===== src/rtl/multi_button_debouncer.sv =====
// ============================================================================
//  Module   : multi_button_debouncer
//  Purpose  : Debounces NUM_CH push buttons with per-channel saturating
//             up/down integrators and hysteresis. Produces debounced levels,
//             press/release pulses, and offers latched press events to the
//             UART transmit path over a valid/ready request interface that
//             carries the channel index (lowest pending channel first).
//  Ports    : clk           - system clock, rising edge
//             rst_n         - asynchronous active-low reset
//             btn_in        - raw asynchronous button inputs [NUM_CH]
//             btn_level     - debounced level per channel
//             press_pulse   - 1-cycle pulse on debounced rising level
//             release_pulse - 1-cycle pulse on debounced falling level
//             overrun       - 1-cycle pulse when an event hits a pending channel
//             tx_valid      - transmit request pending
//             tx_ch         - channel index of the current request
//             tx_ready      - consumer accepts the request
//  Options  : DEBOUNCE_AUTOREPEAT_EN - adds per-channel auto-repeat timers
//             (parameters REPEAT_DELAY / REPEAT_PERIOD).
//  Revision : 1.0 - initial release
// ============================================================================
`default_nettype none

module multi_button_debouncer #(
  parameter int NUM_CH     = 4,
  parameter int CNT_W      = 20,
  parameter int THRESH_ON  = 100000,
  parameter int THRESH_OFF = 50000,
  parameter int CNT_MAX    = 120000,
  parameter int CH_W       = 2
`ifdef DEBOUNCE_AUTOREPEAT_EN
  ,
  parameter int REPEAT_DELAY  = 50000000,
  parameter int REPEAT_PERIOD = 10000000
`endif
) (
  input  logic              clk,
  input  logic              rst_n,
  input  logic [NUM_CH-1:0] btn_in,
  output logic [NUM_CH-1:0] btn_level,
  output logic [NUM_CH-1:0] press_pulse,
  output logic [NUM_CH-1:0] release_pulse,
  output logic [NUM_CH-1:0] overrun,
  output logic              tx_valid,
  output logic [CH_W-1:0]   tx_ch,
  input  logic              tx_ready
);

  localparam logic [CNT_W-1:0] C_CNT_MAX = CNT_W'(CNT_MAX);
  localparam logic [CNT_W-1:0] C_TH_ON   = CNT_W'(THRESH_ON);
  localparam logic [CNT_W-1:0] C_TH_OFF  = CNT_W'(THRESH_OFF);

  typedef enum logic [0:0] {
    ST_IDLE  = 1'b0,
    ST_OFFER = 1'b1
  } state_t;

  logic [NUM_CH-1:0] sync1_q, sync2_q;
  logic [CNT_W-1:0]  cnt_q [NUM_CH];
  logic [CNT_W-1:0]  cnt_d [NUM_CH];
  logic [NUM_CH-1:0] level_q, level_d;
  logic [NUM_CH-1:0] press_q, press_d;
  logic [NUM_CH-1:0] release_q, release_d;
  logic [NUM_CH-1:0] overrun_q, overrun_d;
  logic [NUM_CH-1:0] pending_q, pending_d;
  logic [NUM_CH-1:0] rep_d;
  logic [NUM_CH-1:0] event_d;
  logic [NUM_CH-1:0] clr_d;
  logic              handshake;
  state_t            state_q, state_d;
  logic [CH_W-1:0]   tx_ch_q, tx_ch_d;

  // Lowest set bit index; scanning downward lets the lowest index win.
  function automatic logic [CH_W-1:0] lowest(input logic [NUM_CH-1:0] v);
    lowest = '0;
    for (int i = NUM_CH - 1; i >= 0; i--) begin
      if (v[i]) lowest = CH_W'(i);
    end
  endfunction

  // Integrator and level hysteresis per channel.
  always_comb begin
    level_d   = level_q;
    press_d   = '0;
    release_d = '0;
    for (int i = 0; i < NUM_CH; i++) begin
      cnt_d[i] = cnt_q[i];
      if (sync2_q[i] && (cnt_q[i] < C_CNT_MAX)) begin
        cnt_d[i] = cnt_q[i] + 1'b1;
      end else if (!sync2_q[i] && (cnt_q[i] != '0)) begin
        cnt_d[i] = cnt_q[i] - 1'b1;
      end
      if (!level_q[i] && (cnt_q[i] >= C_TH_ON)) begin
        level_d[i] = 1'b1;
        press_d[i] = 1'b1;
      end else if (level_q[i] && (cnt_q[i] <= C_TH_OFF)) begin
        level_d[i]   = 1'b0;
        release_d[i] = 1'b1;
      end
    end
  end

`ifdef DEBOUNCE_AUTOREPEAT_EN
  localparam logic [31:0] C_RPT_DLY    = 32'(REPEAT_DELAY);
  // Reloading to DELAY-PERIOD+1 makes the next match land PERIOD edges later.
  localparam logic [31:0] C_RPT_RELOAD = 32'(REPEAT_DELAY - REPEAT_PERIOD + 1);

  logic [31:0] rpt_q [NUM_CH];
  logic [31:0] rpt_d [NUM_CH];

  always_comb begin
    rep_d = '0;
    for (int i = 0; i < NUM_CH; i++) begin
      rpt_d[i] = '0;
      if (press_d[i]) begin
        rpt_d[i] = '0;
      end else if (level_q[i] && !release_d[i]) begin
        if (rpt_q[i] == C_RPT_DLY) begin
          rep_d[i] = 1'b1;
          rpt_d[i] = C_RPT_RELOAD;
        end else begin
          rpt_d[i] = rpt_q[i] + 32'd1;
        end
      end
    end
  end

  always_ff @(posedge clk or negedge rst_n) begin
    if (!rst_n) begin
      for (int i = 0; i < NUM_CH; i++) rpt_q[i] <= '0;
    end else begin
      for (int i = 0; i < NUM_CH; i++) rpt_q[i] <= rpt_d[i];
    end
  end
`else
  assign rep_d = '0;
`endif

  // Pending bits: set wins over a same-edge clear; an event on a channel that
  // stays pending is dropped and flagged as overrun.
  assign handshake = (state_q == ST_OFFER) && tx_ready;
  assign event_d   = press_d | rep_d;

  always_comb begin
    clr_d = '0;
    for (int i = 0; i < NUM_CH; i++) begin
      clr_d[i] = handshake && (tx_ch_q == CH_W'(i));
    end
    pending_d = (pending_q & ~clr_d) | event_d;
    overrun_d = event_d & pending_q & ~clr_d;
  end

  // Request FSM. On a handshake the next channel comes from the post-update
  // pending vector so back-to-back requests need no idle cycle.
  always_comb begin
    state_d = state_q;
    tx_ch_d = tx_ch_q;
    case (state_q)
      ST_IDLE: begin
        if (|pending_q) begin
          state_d = ST_OFFER;
          tx_ch_d = lowest(pending_q);
        end
      end
      ST_OFFER: begin
        if (tx_ready) begin
          if (|pending_d) begin
            tx_ch_d = lowest(pending_d);
          end else begin
            state_d = ST_IDLE;
          end
        end
      end
      default: state_d = ST_IDLE;
    endcase
  end

  always_ff @(posedge clk or negedge rst_n) begin
    if (!rst_n) begin
      sync1_q   <= '0;
      sync2_q   <= '0;
      for (int i = 0; i < NUM_CH; i++) cnt_q[i] <= '0;
      level_q   <= '0;
      press_q   <= '0;
      release_q <= '0;
      overrun_q <= '0;
      pending_q <= '0;
      state_q   <= ST_IDLE;
      tx_ch_q   <= '0;
    end else begin
      sync1_q   <= btn_in;
      sync2_q   <= sync1_q;
      for (int i = 0; i < NUM_CH; i++) cnt_q[i] <= cnt_d[i];
      level_q   <= level_d;
      press_q   <= press_d;
      release_q <= release_d;
      overrun_q <= overrun_d;
      pending_q <= pending_d;
      state_q   <= state_d;
      tx_ch_q   <= tx_ch_d;
    end
  end

  assign btn_level     = level_q;
  assign press_pulse   = press_q;
  assign release_pulse = release_q;
  assign overrun       = overrun_q;
  assign tx_valid      = (state_q == ST_OFFER);
  assign tx_ch         = tx_ch_q;

endmodule

`default_nettype wire


===== config.mk =====
export PLATFORM = sky130hd
export DESIGN_NAME = multi_button_debouncer
export DESIGN_NICKNAME = d
export VERILOG_FILES = /design/src/rtl/multi_button_debouncer.sv
export SDC_FILE = /design/constraint.sdc
export NUM_CORES = 1
export LEC_CHECK = 0
export CAP_MARGIN = 20
export CORE_AREA = 2 2 118 120
export DETAILED_ROUTE_END_ITERATION = 7
export DIE_AREA = 0 0 120 122
export HOLD_SLACK_MARGIN = 0.05
export PLACE_DENSITY_LB_ADDON = 0.15
export SYNTH_ARGS = -nofsm -noshare
export SYNTH_HDL_FRONTEND = slang
export SYNTH_SLANG_ARGS = --single-unit

===== constraint.sdc =====
create_clock -name clk -period 7.08 [get_ports clk]
set_input_delay 1.416 -clock clk [delete_from_list [all_inputs] [get_ports clk]]
set_output_delay 1.416 -clock clk [all_outputs]
set_load 0.005 [all_outputs]

==> results of run 1 <==
==> cell usage after synthesis, drive strengths merged, types with 15 or more instances <==
cell    number
xnor2       37
nand2       78
or3         15
a21oi       98
a21o        32
a211oi      16
ha          72
o21ai       74
inv         39
a31oi       16
nor2        91
nor3        19
dfrtp      111
xor2        23
==> per-stage QoR <==
step | hold slack [ns] | utilization, %
after floorplan | 0.331 | -
after CTS | 0.359 | 64.1
final | 0.356 | 64.1
after global placement | 0.333 | 62.0
after detailed placement | 0.341 | 62.0
after global routing | 0.361 | 64.1
==> registers in the layout, summed over array words and instances, names as in the netlist <==
name           cells
cnt_q             80
btn_level          4
overrun            4
pending_q          4
press_pulse        4
release_pulse      4
sync1_q            4
sync2_q            4
tx_ch              2
tx_valid           1
==> area by class of cell <==
class	count	area [um^2]	share of cell area [%]
multi-input cells	744	4960	57.3
flip-flops and latches	111	2780	32.1
repair buffers	28	270	3.12
clock buffers	11	243	2.80
well taps	180	225	2.60
inverters	39	146	1.69
clock inverters	5	33.8	0.390
==> layer usage <==
metal,up-vias,track usage [%]
met1,3275,33.5
met4,0,8.38
met2,153,43.3
met3,29,4.82
li1,3414,-
met5,-,0
==> worst max-delay path by stage <==
stage                            to  slack (ns)  depth (start not counted)
after floorplan           cnt_q[18]        3.39                         13
after global placement    cnt_q[18]        3.04                         13
after detailed placement  cnt_q[18]        2.97                         13
after CTS                 cnt_q[18]        2.93                         13
after global routing      cnt_q[57]        2.46                         13
final                     cnt_q[57]        2.86                         13
==> report_power, final <==
part / total (mW) / switching (mW) / internal (mW)
Sequential: 1.26 / 0.354 / 0.905
Combinational: 2.79 / 1.52 / 1.27
Clock: 0.492 / 0.243 / 0.248
Total: 4.54 / 2.12 / 2.42
==> cells by family (layout without fill, tap and decap cells) <==
family	after synthesis	after routing	share of synthesized area, %
buffers and inverters	52	83	2.48
adder cells (fa/ha/maj)	76	76	12.4
AO/OA/AOI/OAI	326	326	26.4
multiplexers	7	7	1.04
AND/OR/NAND/NOR	275	275	16.1
XOR/XNOR	60	60	6.62
flip-flops	111	111	35.0
==> worst register-to-register path, delay by kind of cell (launching register included) <==
kind	cells	cell delay [ns]
AO/OA/AOI/OAI	10	2.61
adder cells (fa/ha/maj)	1	0.50
buffers and inverters	1	0.40
flip-flops	1	0.44
AND/OR/NAND/NOR	1	0.19
==> flow_summary.json, run 1 <==
{
  "outcome": "finished, final reports clean",
  "critPathLaunchType": "flop",
  "worst-path-buf-inv": 1,
  "fin_crit_ns": 4.22,
  "synthFlopType": "dfrtp_1",
  "grt_max_degree": 61,
  "dpl_cell_area_mm2": 0.00838,
  "fin_tns_setup_ns": 0,
  "crit_path_start": "cnt_q[47]",
  "clockRootBuffer": "clkbuf_16",
  "synth-seq-area-share_pct": 35.0,
  "r2r_end": "cnt_q[57]",
  "whs_path_depth": 0,
  "num_rows": 43,
  "portBuffers": 25,
  "synthArstFlopShare_pct": 100,
  "n_fill_cell": 1140,
  "synth.top_cell.area_share_pct": 35.0,
  "stdcell_count": 1118,
  "yosysTopAreaCell": "dfrtp_1",
  "placed_cells": 1102,
  "worst_ir_drop_vdd_mv": 0.252,
  "reg2reg_depth": 13,
  "setup-violations-final": 0,
  "clock_latency_ns": 0.36,
  "crit_type": "flop to flop",
  "period_share_pct": 59.6,
  "drt.antenna.violating_nets": 0,
  "hold_viol": 0,
  "cp.required_ns": 7.36,
  "crit_family": "compound AO/OA/AOI/OAI gates",
  "cts_buffers": 9,
  "mostFrequentLayoutCells": "111 x dfrtp_1, 98 x a21oi_1, 91 x nor2_1, 78 x nand2_1",
  "synth_cells": 907,
  "start_util_pct": 58.7,
  "antenna_found_initial": 0,
  "nets": 1016,
  "total_leakage_power_nw": 3.71,
  "dr_wl_met2_mm": 8.68,
  "min_from": "sync1_q[1]",
  "wl_met1_mm": 8.53,
  "synth_edf_count": 0,
  "r2r_slack_ns": 2.86,
  "dr.pass1.iters": 5,
  "drv_slew": 0,
  "cts_hold_buf": 0,
  "num_antenna_cells": 0,
  "max_freq_mhz": 237,
  "dp_slack_ns": 2.97,
  "numClockSinks": 111,
  "end_kind": "flop",
  "p_per_area_mw_per_mm2": 524,
  "worstPathCellList": "a211oi_1, o21ai_0, a21o_1, a31oi_1, inv_1, ha_1, o21a_1, a211oi_1, or4_1, o211ai_1, a2111oi_0, o21ai_0, a31oi_1",
  "vias_per_cell": 6.15,
  "drcViolationCount": 0,
  "dieArea_mm2": 0.0146,
  "rsz0062_at_grt": "no",
  "grt_pass1_wl_mm": 30.6,
  "worstHoldPathType": "flop to flop",
  "die_x_um": 120,
  "drive_gt1_share_pct": 4.58,
  "power_mw": 4.54,
  "worst_ep_arrival_time_ns": 4.50,
  "max_slew_margin_pct": 49.6,
  "cpMaxStageDelayCell": "a2111oi_0",
  "coreArea_mm2": 0.0135,
  "pin_count": 26,
  "avgSynthCellArea_um2": 8.75,
  "cts_buffer_depth": 2,
  "place_congestion": 0.933,
  "fin_area_mm2": 0.00865,
  "dp_hpwl_mm": 13.2,
  "vias": 6871,
  "cts_setup_buffers": 0,
  "skew_ns": 0.00748,
  "die_h_um": 122,
  "area_growth_pct": 9.10,
  "routed.top_layer": "met4",
  "path_clk_slew_ns": 0.08,
  "r2r-start": "cnt_q[47]",
  "tightest_slew_ns": 0.756,
  "syn_area_mm2": 0.00793,
  "routed_wl_mm": 18.1,
  "ys_top_cells_by_area": "dfrtp_1 35%, ha_1 11%, a21oi_1 6.2%",
  "wl_met3_um": 576,
  "synth_cell_types": 58,
  "yosysWarnings": 0,
  "synth_nets": 990,
  "wl_per_cell_um": 16.2,
  "cts_resized": 0,
  "setup_slack_ns": 2.86,
  "cap_viol_max_count": 0,
  "htree_levels": 3,
  "grt-ovfl-total": 0,
  "synth_seq_cells": 111,
  "drtIter0Drc": 514,
  "final_common_cell": "dfrtp_1",
  "cp_max_fo": 19,
  "cts_tree": "yes",
  "hold_path_end": "sync2_q[1]",
  "first_global_vias": 6617,
  "grt_usage_pct": 25.7,
  "critPathMaxStageDelay_ns": 0.63
}
No activity file was read; power rests on OpenSTA's default activity.
==> run 2: changes to the inputs <==
--- a/config.mk
+++ b/config.mk
@@ -6,9 +6,9 @@
 export NUM_CORES = 1
 export LEC_CHECK = 0
 export CAP_MARGIN = 20
-export CORE_AREA = 2 2 118 120
+export CORE_AREA = 2 2 121 123
 export DETAILED_ROUTE_END_ITERATION = 7
-export DIE_AREA = 0 0 120 122
+export DIE_AREA = 0 0 123 125
 export HOLD_SLACK_MARGIN = 0.05
 export PLACE_DENSITY_LB_ADDON = 0.15
 export SYNTH_ARGS = -nofsm -noshare
==> constraint.sdc (replaced) <==
create_clock -name clk -period 3.62 [get_ports clk]
set_input_delay 0.724 -clock clk [delete_from_list [all_inputs] [get_ports clk]]
set_output_delay 0.724 -clock clk [all_outputs]
set_load 0.005 [all_outputs]
==> run 2 against run 1 <==
  * Clock power rose by 120%
  * Setup slack got worse by 2.7 ns
  * Highest routed layer unchanged
  * Non-clock buffer count rose by 62
  * Sequential share of layout area fell by 2.7 points
  * Combinational power rose by 130%
  * Critical path type unchanged
==> flow_summary.json, run 2 (synthesis gave the netlist of run 1 again) <==
{
  "period_share_pct": 96.3,
  "critPathLaunchType": "flop",
  "num_antenna_cells": 0,
  "grt_max_degree": 54,
  "p_clk_share_pct": 11.2,
  "cts_buffer_depth": 2,
  "dp_hpwl_mm": 13.7,
  "p_int_mw": 5.45,
  "worst-path-buf-inv": 2,
  "clockRootBuffer": "clkbuf_16",
  "worstPathCellList": "a211oi_1, o21ai_0, a21o_1, a31oi_1, inv_1, buf_4, ha_4, o21a_1, a211oi_2, or4_1, o211ai_1, a2111oi_2, or3_1, a31oi_1",
  "drcViolationCount": 0,
  "power_mw": 9.85,
  "cpMaxStageDelayCell": "or4_1",
  "num_rows": 44,
  "regMostFlops": "cnt_q",
  "wl_per_cell_um": 16.0,
  "end_kind": "flop",
  "place_congestion": 0.877,
  "cts_buffers": 9,
  "crit_path_start": "cnt_q[47]",
  "switching_power_mw": 4.41,
  "nets": 1078,
  "pin_count": 26,
  "r2r_slack_ns": 0.13,
  "critPathCapture": "cnt_q[57]",
  "dp_slack_ns": 0.0498,
  "mostFrequentLayoutCells": "111 x dfrtp_1, 91 x nor2_1, 89 x a21oi_1, 78 x nand2_1, 68 x o21ai_0",
  "swShare_pct": 44.7,
  "path_clk_slew_ns": 0.07,
  "area_growth_pct": 19.0,
  "clock_latency_ns": 0.36,
  "crit_family": "compound AO/OA/AOI/OAI gates",
  "drive_gt1_share_pct": 14.4,
  "cp_max_fo": 7,
  "die_h_um": 125,
  "critical_path_depth": 14,
  "htree_levels": 3,
  "crit_type": "flop to flop",
  "final_common_cell": "dfrtp_1",
  "p_seq_share_pct": 24.1,
  "skew_ns": 0.0117,
  "max_freq_mhz": 287,
  "largest_reg_flops": 80,
  "antenna_found_initial": 0,
  "min_from": "sync1_q[2]",
  "setup-violations-final": 0,
  "max_slew_margin_pct": 47.0,
  "critPathMaxStageDelay_ns": 0.51,
  "r2r_end": "cnt_q[57]",
  "total_leakage_power_nw": 4.06,
  "coreArea_mm2": 0.0142,
  "dieArea_mm2": 0.0154,
  "start_util_pct": 55.8,
  "worst_ep_arrival_time_ns": 3.77,
  "grt_pass1_wl_mm": 31.4,
  "crit_top_cell": "a31oi_1",
  "rsz0062_at_grt": "yes",
  "reg2reg_depth": 14,
  "routed_wl_mm": 18.9,
  "cap_viol_max_count": 0,
  "vias_per_cell": 6.00,
  "setup_slack_ns": 0.134,
  "p_per_area_mw_per_mm2": 1040,
  "die_x_um": 123,
  "power.combinational.fraction_pct": 64.8,
  "worst_ir_drop_vdd_mv": 0.462,
  "grt-ovfl-total": 0,
  "tightest_slew_ns": 0.793,
  "drv_slew": 0,
  "grt_usage_pct": 25.0,
  "first_global_vias": 6704,
  "numClockSinks": 111,
  "drt.antenna.violating_nets": 0,
  "final_util_pct": 66.5,
  "dr.pass1.iters": 4,
  "hold_viol": 0,
  "worstHoldPathType": "flop to flop",
  "r2r-start": "cnt_q[47]",
  "outcome": "finished, final reports clean",
  "vias": 7099,
  "cts_tree": "yes",
  "fin_crit_ns": 3.49,
  "drtIter0Drc": 456,
  "portBuffers": 25,
  "cp.required_ns": 3.90
}
## run 2: final cells by class
type / count / area, um^2
multi-input combinational: 744 / 5200
fill: 1193 / 4760
sequential: 111 / 2780
timing repair buffer: 90 / 752
clock buffer: 10 / 239
tap: 184 / 230
inverter: 39 / 154
clock inverter: 5 / 81.3
## run 2: power by group through the flow
stage	clock network (mW)	logic, mW	registers (mW)
floorplan	0	4.45	2.26
global placement	0	5.87	2.35
detailed placement	0	5.97	2.37
CTS	1.12	6.02	2.35
global route	1.16	7.17	2.46
finish	1.10	6.38	2.37
## run 2: timing repair
item | in CTS | in global routing
setup endpoints to repair | 0 | 25
buffers inserted | 0 | 9
gates resized for setup | 0 | 42
hold buffers | 0 | 0
## run 2: metrics by stage
| stage | hold slack (ns) | cell area, um^2 | setup TNS [ns] | cells |
|---|---|---|---|---|
| after global placement | 0.332 | 8870 | 0 | 1159 |
| final | 0.351 | 9440 | 0 | 1183 |
| after CTS | 0.353 | 9190 | 0 | 1174 |
| after detailed placement | 0.336 | 8870 | 0 | 1159 |
| after floorplan | 0.331 | 8010 | -0.0256 | 907 |
| after global routing | 0.359 | 9440 | -0.173 | 1183 |
## run 2: worst min path at each step
| stage | cells after the start | endpoint |
|---|---|---|
| 6_report | 0 | sync2_q[2] |
| 3_3_place_gp | 0 | sync2_q[3] |
| 5_1_grt | 0 | sync2_q[3] |
| 4_1_cts | 0 | sync2_q[0] |
| 2_1_floorplan | 0 | sync2_q[0] |
| 3_5_place_dp | 0 | sync2_q[0] |
## run 2: layer usage
layer | up-vias | wire length, um | track usage [%]
li1 | 3544 | - | -
met1 | 3405 | 9160 | 36.1
met2 | 130 | 8820 | 39.8
met3 | 20 | 604 | 3.06
met4 | 0 | 277 | 6.89
met5 | - | 0 | 0
## run 2: worst register-to-register path, cell delays in order (launching register included)
cell and delay, ns:
dfrtp_1 0.38, a211oi_1 0.23, o21ai_0 0.10, a21o_1 0.18
a31oi_1 0.19, inv_1 0.12, buf_4 0.19, ha_4 0.31
o21a_1 0.17, a211oi_2 0.10, or4_1 0.51, o211ai_1 0.22
a2111oi_2 0.16, or3_1 0.37, a31oi_1 0.17
